$ cat config.mk
export PLATFORM = sky130hd
export DESIGN_NAME = turbo_rx_deframer
export DESIGN_NICKNAME = d
export VERILOG_FILES = /design/src/rtl/turbo_rx_deframer.sv
export SDC_FILE = /design/constraint.sdc
export NUM_CORES = 1
export LEC_CHECK = 0
export ABC_AREA = 1
export ABC_CLOCK_PERIOD_IN_PS = 7700
export CAP_MARGIN = 20
export CORE_UTILIZATION = 55
export DETAILED_ROUTE_END_ITERATION = 6
export HOLD_SLACK_MARGIN = 0.12
export PLACE_DENSITY = 0.87
export SLEW_MARGIN = 20
export SYNTH_ARGS = -nofsm -noshare
export SYNTH_HDL_FRONTEND = slang
export SYNTH_SLANG_ARGS = --single-unit
$ cat constraint.sdc
create_clock -name clk -period 7.7 [get_ports clk]
set_input_delay 1.155 -clock clk [delete_from_list [all_inputs] [get_ports clk]]
set_output_delay 1.155 -clock clk [all_outputs]
set_load 0.005 [all_outputs]
$ cat src/rtl/turbo_rx_deframer.sv
// Receive-side deframer for the turbo encoder output stream: splits each block into
// systematic and tail bits, re-checks parity-1 against a local RSC encoder, counts bad blocks.
module turbo_rx_deframer #(
    parameter int LEN_SHORT = 4,
    parameter int LEN_LONG  = 6,
    parameter int TAIL_LEN  = 4,
    parameter int CNT_W     = 14
) (
    input  logic        clk,
    input  logic        rst,
    input  logic        look_now,
    input  logic        xk,
    input  logic        zk,
    input  logic        zkp,
    input  logic        length_in,
    output logic        ck_out,
    output logic        zkp_out,
    output logic        ck_valid,
    output logic        block_start,
    output logic        block_end,
    output logic [11:0] tail_bits,
    output logic        tail_valid,
    output logic        blk_err,
    output logic        frame_err,
    output logic [15:0] err_count,
    output logic        busy
);
    typedef enum logic [1:0] {IDLE, DATA, TAIL} state_t;

    localparam int SW = 3 * (TAIL_LEN - 1);
    localparam logic [CNT_W-1:0] K_SHORT  = CNT_W'(LEN_SHORT);
    localparam logic [CNT_W-1:0] K_LONG   = CNT_W'(LEN_LONG);
    localparam logic [CNT_W-1:0] TAIL_MAX = CNT_W'(TAIL_LEN - 1);

    state_t           state_reg, state_next;
    logic [CNT_W-1:0] cnt_reg, cnt_next, k_reg, k_next;
    logic             d1_reg, d2_reg, d3_reg, d1_next, d2_next, d3_next;
    logic             err_flag_reg, err_flag_next;
    logic [SW-1:0]    shift_reg, shift_next, shift_shifted;
    logic [11:0]      tail_bits_reg, tail_bits_next;
    logic [15:0]      err_count_reg, err_count_next;
    logic             ck_out_reg, ck_out_next, zkp_out_reg, zkp_out_next;
    logic             ck_valid_reg, ck_valid_next, block_start_reg, block_start_next;
    logic             block_end_reg, block_end_next, tail_valid_reg, tail_valid_next;
    logic             blk_err_reg, blk_err_next, frame_err_reg, frame_err_next;
    logic             busy_reg, busy_next;

    // Working values for the current data bit; IDLE means bit 0 of a fresh block.
    logic             first, s1, s2, s3, err_cur, fb, z_exp, inc;
    logic [CNT_W-1:0] k_cur, cnt_cur;

    generate
        for (genvar gi = 0; gi < TAIL_LEN - 1; gi++) begin : g_tail_shift
            if (gi == 0) begin : g_head
                assign shift_shifted[2:0] = {xk, zk, zkp};
            end else begin : g_body
                assign shift_shifted[3*gi +: 3] = shift_reg[3*(gi-1) +: 3];
            end
        end
    endgenerate

    assign first   = (state_reg == IDLE);
    assign k_cur   = first ? (length_in ? K_LONG : K_SHORT) : k_reg;
    assign cnt_cur = first ? '0 : cnt_reg;
    assign s1      = first ? 1'b0 : d1_reg;
    assign s2      = first ? 1'b0 : d2_reg;
    assign s3      = first ? 1'b0 : d3_reg;
    assign err_cur = first ? 1'b0 : err_flag_reg;
    assign fb      = xk ^ s2 ^ s3;
    assign z_exp   = fb ^ s1 ^ s3;

    always_comb begin
        state_next       = state_reg;
        cnt_next         = cnt_reg;
        k_next           = k_reg;
        d1_next          = d1_reg;
        d2_next          = d2_reg;
        d3_next          = d3_reg;
        err_flag_next    = err_flag_reg;
        shift_next       = shift_reg;
        tail_bits_next   = tail_bits_reg;
        ck_out_next      = 1'b0;
        zkp_out_next     = 1'b0;
        ck_valid_next    = 1'b0;
        block_start_next = 1'b0;
        block_end_next   = 1'b0;
        tail_valid_next  = 1'b0;
        blk_err_next     = 1'b0;
        frame_err_next   = 1'b0;
        inc              = 1'b0;

        if (state_reg != IDLE && !look_now) begin
            // Truncated block: report once and resynchronise on the next look_now.
            frame_err_next = 1'b1;
            inc            = 1'b1;
            state_next     = IDLE;
            cnt_next       = '0;
        end else if (look_now && state_reg != TAIL) begin
            ck_out_next      = xk;
            zkp_out_next     = zkp;
            ck_valid_next    = 1'b1;
            block_start_next = first;
            k_next           = k_cur;
            d1_next          = fb;
            d2_next          = s1;
            d3_next          = s2;
            err_flag_next    = err_cur | (zk != z_exp);
            if (cnt_cur == k_cur - CNT_W'(1)) begin
                state_next = TAIL;
                cnt_next   = '0;
            end else begin
                state_next = DATA;
                cnt_next   = cnt_cur + CNT_W'(1);
            end
        end else if (look_now) begin
            shift_next = shift_shifted;
            if (cnt_reg == TAIL_MAX) begin
                tail_bits_next  = {shift_reg, xk, zk, zkp};
                tail_valid_next = 1'b1;
                block_end_next  = 1'b1;
                blk_err_next    = err_flag_reg;
                inc             = err_flag_reg;
                state_next      = IDLE;
                cnt_next        = '0;
            end else begin
                cnt_next = cnt_reg + CNT_W'(1);
            end
        end

        err_count_next = (inc && err_count_reg != 16'hFFFF) ? err_count_reg + 16'd1 : err_count_reg;
        busy_next      = (state_next != IDLE);
    end

    always_ff @(posedge clk) begin
        if (rst) begin
            state_reg       <= IDLE;
            cnt_reg         <= '0;
            k_reg           <= '0;
            d1_reg          <= 1'b0;
            d2_reg          <= 1'b0;
            d3_reg          <= 1'b0;
            err_flag_reg    <= 1'b0;
            shift_reg       <= '0;
            tail_bits_reg   <= '0;
            err_count_reg   <= '0;
            ck_out_reg      <= 1'b0;
            zkp_out_reg     <= 1'b0;
            ck_valid_reg    <= 1'b0;
            block_start_reg <= 1'b0;
            block_end_reg   <= 1'b0;
            tail_valid_reg  <= 1'b0;
            blk_err_reg     <= 1'b0;
            frame_err_reg   <= 1'b0;
            busy_reg        <= 1'b0;
        end else begin
            state_reg       <= state_next;
            cnt_reg         <= cnt_next;
            k_reg           <= k_next;
            d1_reg          <= d1_next;
            d2_reg          <= d2_next;
            d3_reg          <= d3_next;
            err_flag_reg    <= err_flag_next;
            shift_reg       <= shift_next;
            tail_bits_reg   <= tail_bits_next;
            err_count_reg   <= err_count_next;
            ck_out_reg      <= ck_out_next;
            zkp_out_reg     <= zkp_out_next;
            ck_valid_reg    <= ck_valid_next;
            block_start_reg <= block_start_next;
            block_end_reg   <= block_end_next;
            tail_valid_reg  <= tail_valid_next;
            blk_err_reg     <= blk_err_next;
            frame_err_reg   <= frame_err_next;
            busy_reg        <= busy_next;
        end
    end

    assign ck_out      = ck_out_reg;
    assign zkp_out     = zkp_out_reg;
    assign ck_valid    = ck_valid_reg;
    assign block_start = block_start_reg;
    assign block_end   = block_end_reg;
    assign tail_bits   = tail_bits_reg;
    assign tail_valid  = tail_valid_reg;
    assign blk_err     = blk_err_reg;
    assign frame_err   = frame_err_reg;
    assign err_count   = err_count_reg;
    assign busy        = busy_reg;
endmodule

==> impl_metrics.toml <==
[detailed_routing]
drt-total-wl_um = 10600
ant_nets = 0
routedWlPerCell_um = 13.4
drcViolationCount = 0
drt_pre_antenna_iters = 6
drt_iter0_drc = 290
via_count = 4316
avgViaCountPerCell = 5.48

[finish]
fillers = 663
final_cell_mix = "nand2_1 (124), inv_1 (97), dfxtp_1 (79)"
drive_gt1_frac = 0.0949
largest_reg_flops = 16
diodes = 0
syn_to_final_growth_pct = 14.2
final_common_cell = "nand2_1"
nets = 691

[cts]
clock_path_buffers = 2
clock-sinks = 79
cts_tree = "done"
htree_levels = 3
clkSlewWorstSetupHoldPaths_ps = 90
ctsResizeCount = 0
numCtsBuffers = 9
post_cts_buffers = 0
cts.root.buffer_cell = "clkbuf_8"
insertion_delay_ps = 360
postCtsHoldBufs = 0

[worst_setup_path]
cp-startpoint = "look_now"
crit_required_ps = 7950
path_max_fanout = 28
path_class = "in -> reg"
reg2reg_from = "state_reg[0]"
start_kind = "primary input"
critical_path_arrival_ps = 3930
crit_path_end_kind = "flip-flop"

[timing]
totalNegativeSetupSlack_ps = 0
rsz0062_at_grt = "no"
fin_crit_sh = 0.477
finClkSkew_ps = 15.5
layout_min_cycle_time_ps = 3670
relSlewSlack = 0.347
whs_ps = 445
setup_violations = 0
finalMaxSlewViolations = 0
fmax_mhz = 272
hold_viol_final = 0
tightest_slew_ps = 975

[grt]
grt_pass1_wl_um = 17400
antenna_found_initial = 0
overflow = 0
track_usage = 0.256
grt_max_degree = 35
grt_pass1_vias = 3922

[power]
switching_power_mw = 0.265
clockPowerShare = 0.365
swShare = 0.312
power_density_nw_per_um2 = 167
p_int_mw = 0.584
p_leak_nw = 1.97
pwr-share-comb = 0.129
seq_power_share = 0.506
ir_drop_uv = 142

[place]
port_buffers = 43
dp_hpwl_um = 7460
gp_congestion = 0.901

[floorplanning]
die_h_um = 91.9
die_area_um2 = 8450
io_pins = 44
fp.coreArea_um2 = 7770
start_util = 0.573
die_x_um = 91.9
num_rows = 32

[logic_synthesis]
synth_edf_count = 0
synth_ff_type = "dfxtp_1"
synth.net_count = 661
async_reset_ff_frac = 0
yosys_warnings = 0
synth_seq_cells = 79
synthCells = 650
avgSynthCellArea_um2 = 6.85
ys_types = 39
syn_area_um2 = 4450
seq_area_frac_synth = 0.355

[worst_hold_path]
min_path_type = "reg -> reg"
hold_start = "k_reg[9]"

[flow_run]
drv_cap = 0

[run_status]
status = "completed"
## metrics by stage
| step | std cells | util | cell area (um^2) | power [mW] | setup WS [ps] |
|---|---|---|---|---|---|
| 2_1_floorplan | 650 | - | 4450 | 0.521 | 4880 |
| 5_1_grt | 787 | 0.654 | 5080 | 0.888 | 3800 |
| 4_1_cts | 787 | 0.653 | 5070 | 0.854 | 4120 |
| 3_3_place_gp | 771 | 0.628 | 4880 | 0.542 | 3870 |
| 3_5_place_dp | 771 | 0.628 | 4880 | 0.547 | 3760 |
| 6_report | 787 | 0.654 | 5080 | 0.849 | 4030 |
## worst max-delay path: stages
cell and delay [ps]:
clkdlybuf4s50_1 460, buf_4 240, inv_1 210, nor2_4 200, nand3_1 430, o21ai_2 330, nand2_2 230, inv_2 260
nand3_1 130, o21ai_0 210, nor2_1 60
## power groups by stage
stage                     registers, mW  logic, mW  clock network, mW
after detailed placement          0.439      0.108                  0
final                             0.430      0.110              0.309
after global routing              0.431      0.122              0.335
after floorplan                   0.435     0.0861                  0
after global placement            0.438      0.104                  0
after CTS                         0.429      0.109              0.316
## cell usage after synthesis (6+ instances only)
library cell | instances | area (um^2)
xor2_1 | 17 | 149
inv_2 | 6 | 22.5
buf_2 | 7 | 35.0
dfxtp_1 | 79 | 1580
nand4_1 | 8 | 50.1
a21oi_1 | 46 | 230
nor2_1 | 52 | 195
clkbuf_1 | 14 | 52.6
o21ai_0 | 51 | 255
nor3_1 | 24 | 120
nand3_2 | 8 | 80.1
xnor2_1 | 9 | 78.8
inv_1 | 97 | 364
nor2_2 | 7 | 43.8
nand3_1 | 50 | 250
nand2_1 | 124 | 465
a21oi_2 | 10 | 87.6
## cell families after synthesis
logic type      synth area share
compound gates             0.149
xor+xnor                  0.0512
fa+ha+maj                 0.0112
buf+inv                    0.121
flops                      0.355
simple gates               0.312
## path summary, 6_finish.rpt
path                                      end  slack, ps  cells after the start
worst max-delay path            err_count[10]       4030                     11
worst min-delay path                 k_reg[9]        450                      2
worst max register to register     cnt_reg[2]       4620                     17
worst min register to register       k_reg[9]        450                      2
## layer usage
metal	vias to the layer above	wire length [um]	global-route usage
met5	-	0	0
met4	0	251	0.111
met3	26	624	0.0464
met2	159	5020	0.430
met1	1980	4680	0.319
li1	2151	-	-
## final cells by class
cell class                      count  area [um^2]  area share
Clock buffer                        9          124      0.0244
Sequential cell                    79         1580       0.311
Multi-Input combinational cell    441         2340       0.460
Clock inverter                      7         75.1      0.0148
Tap cell                          102          128      0.0251
Inverter                          104          390      0.0768
Timing Repair Buffer               45          445      0.0877
(Power assumes the default switching activity.)
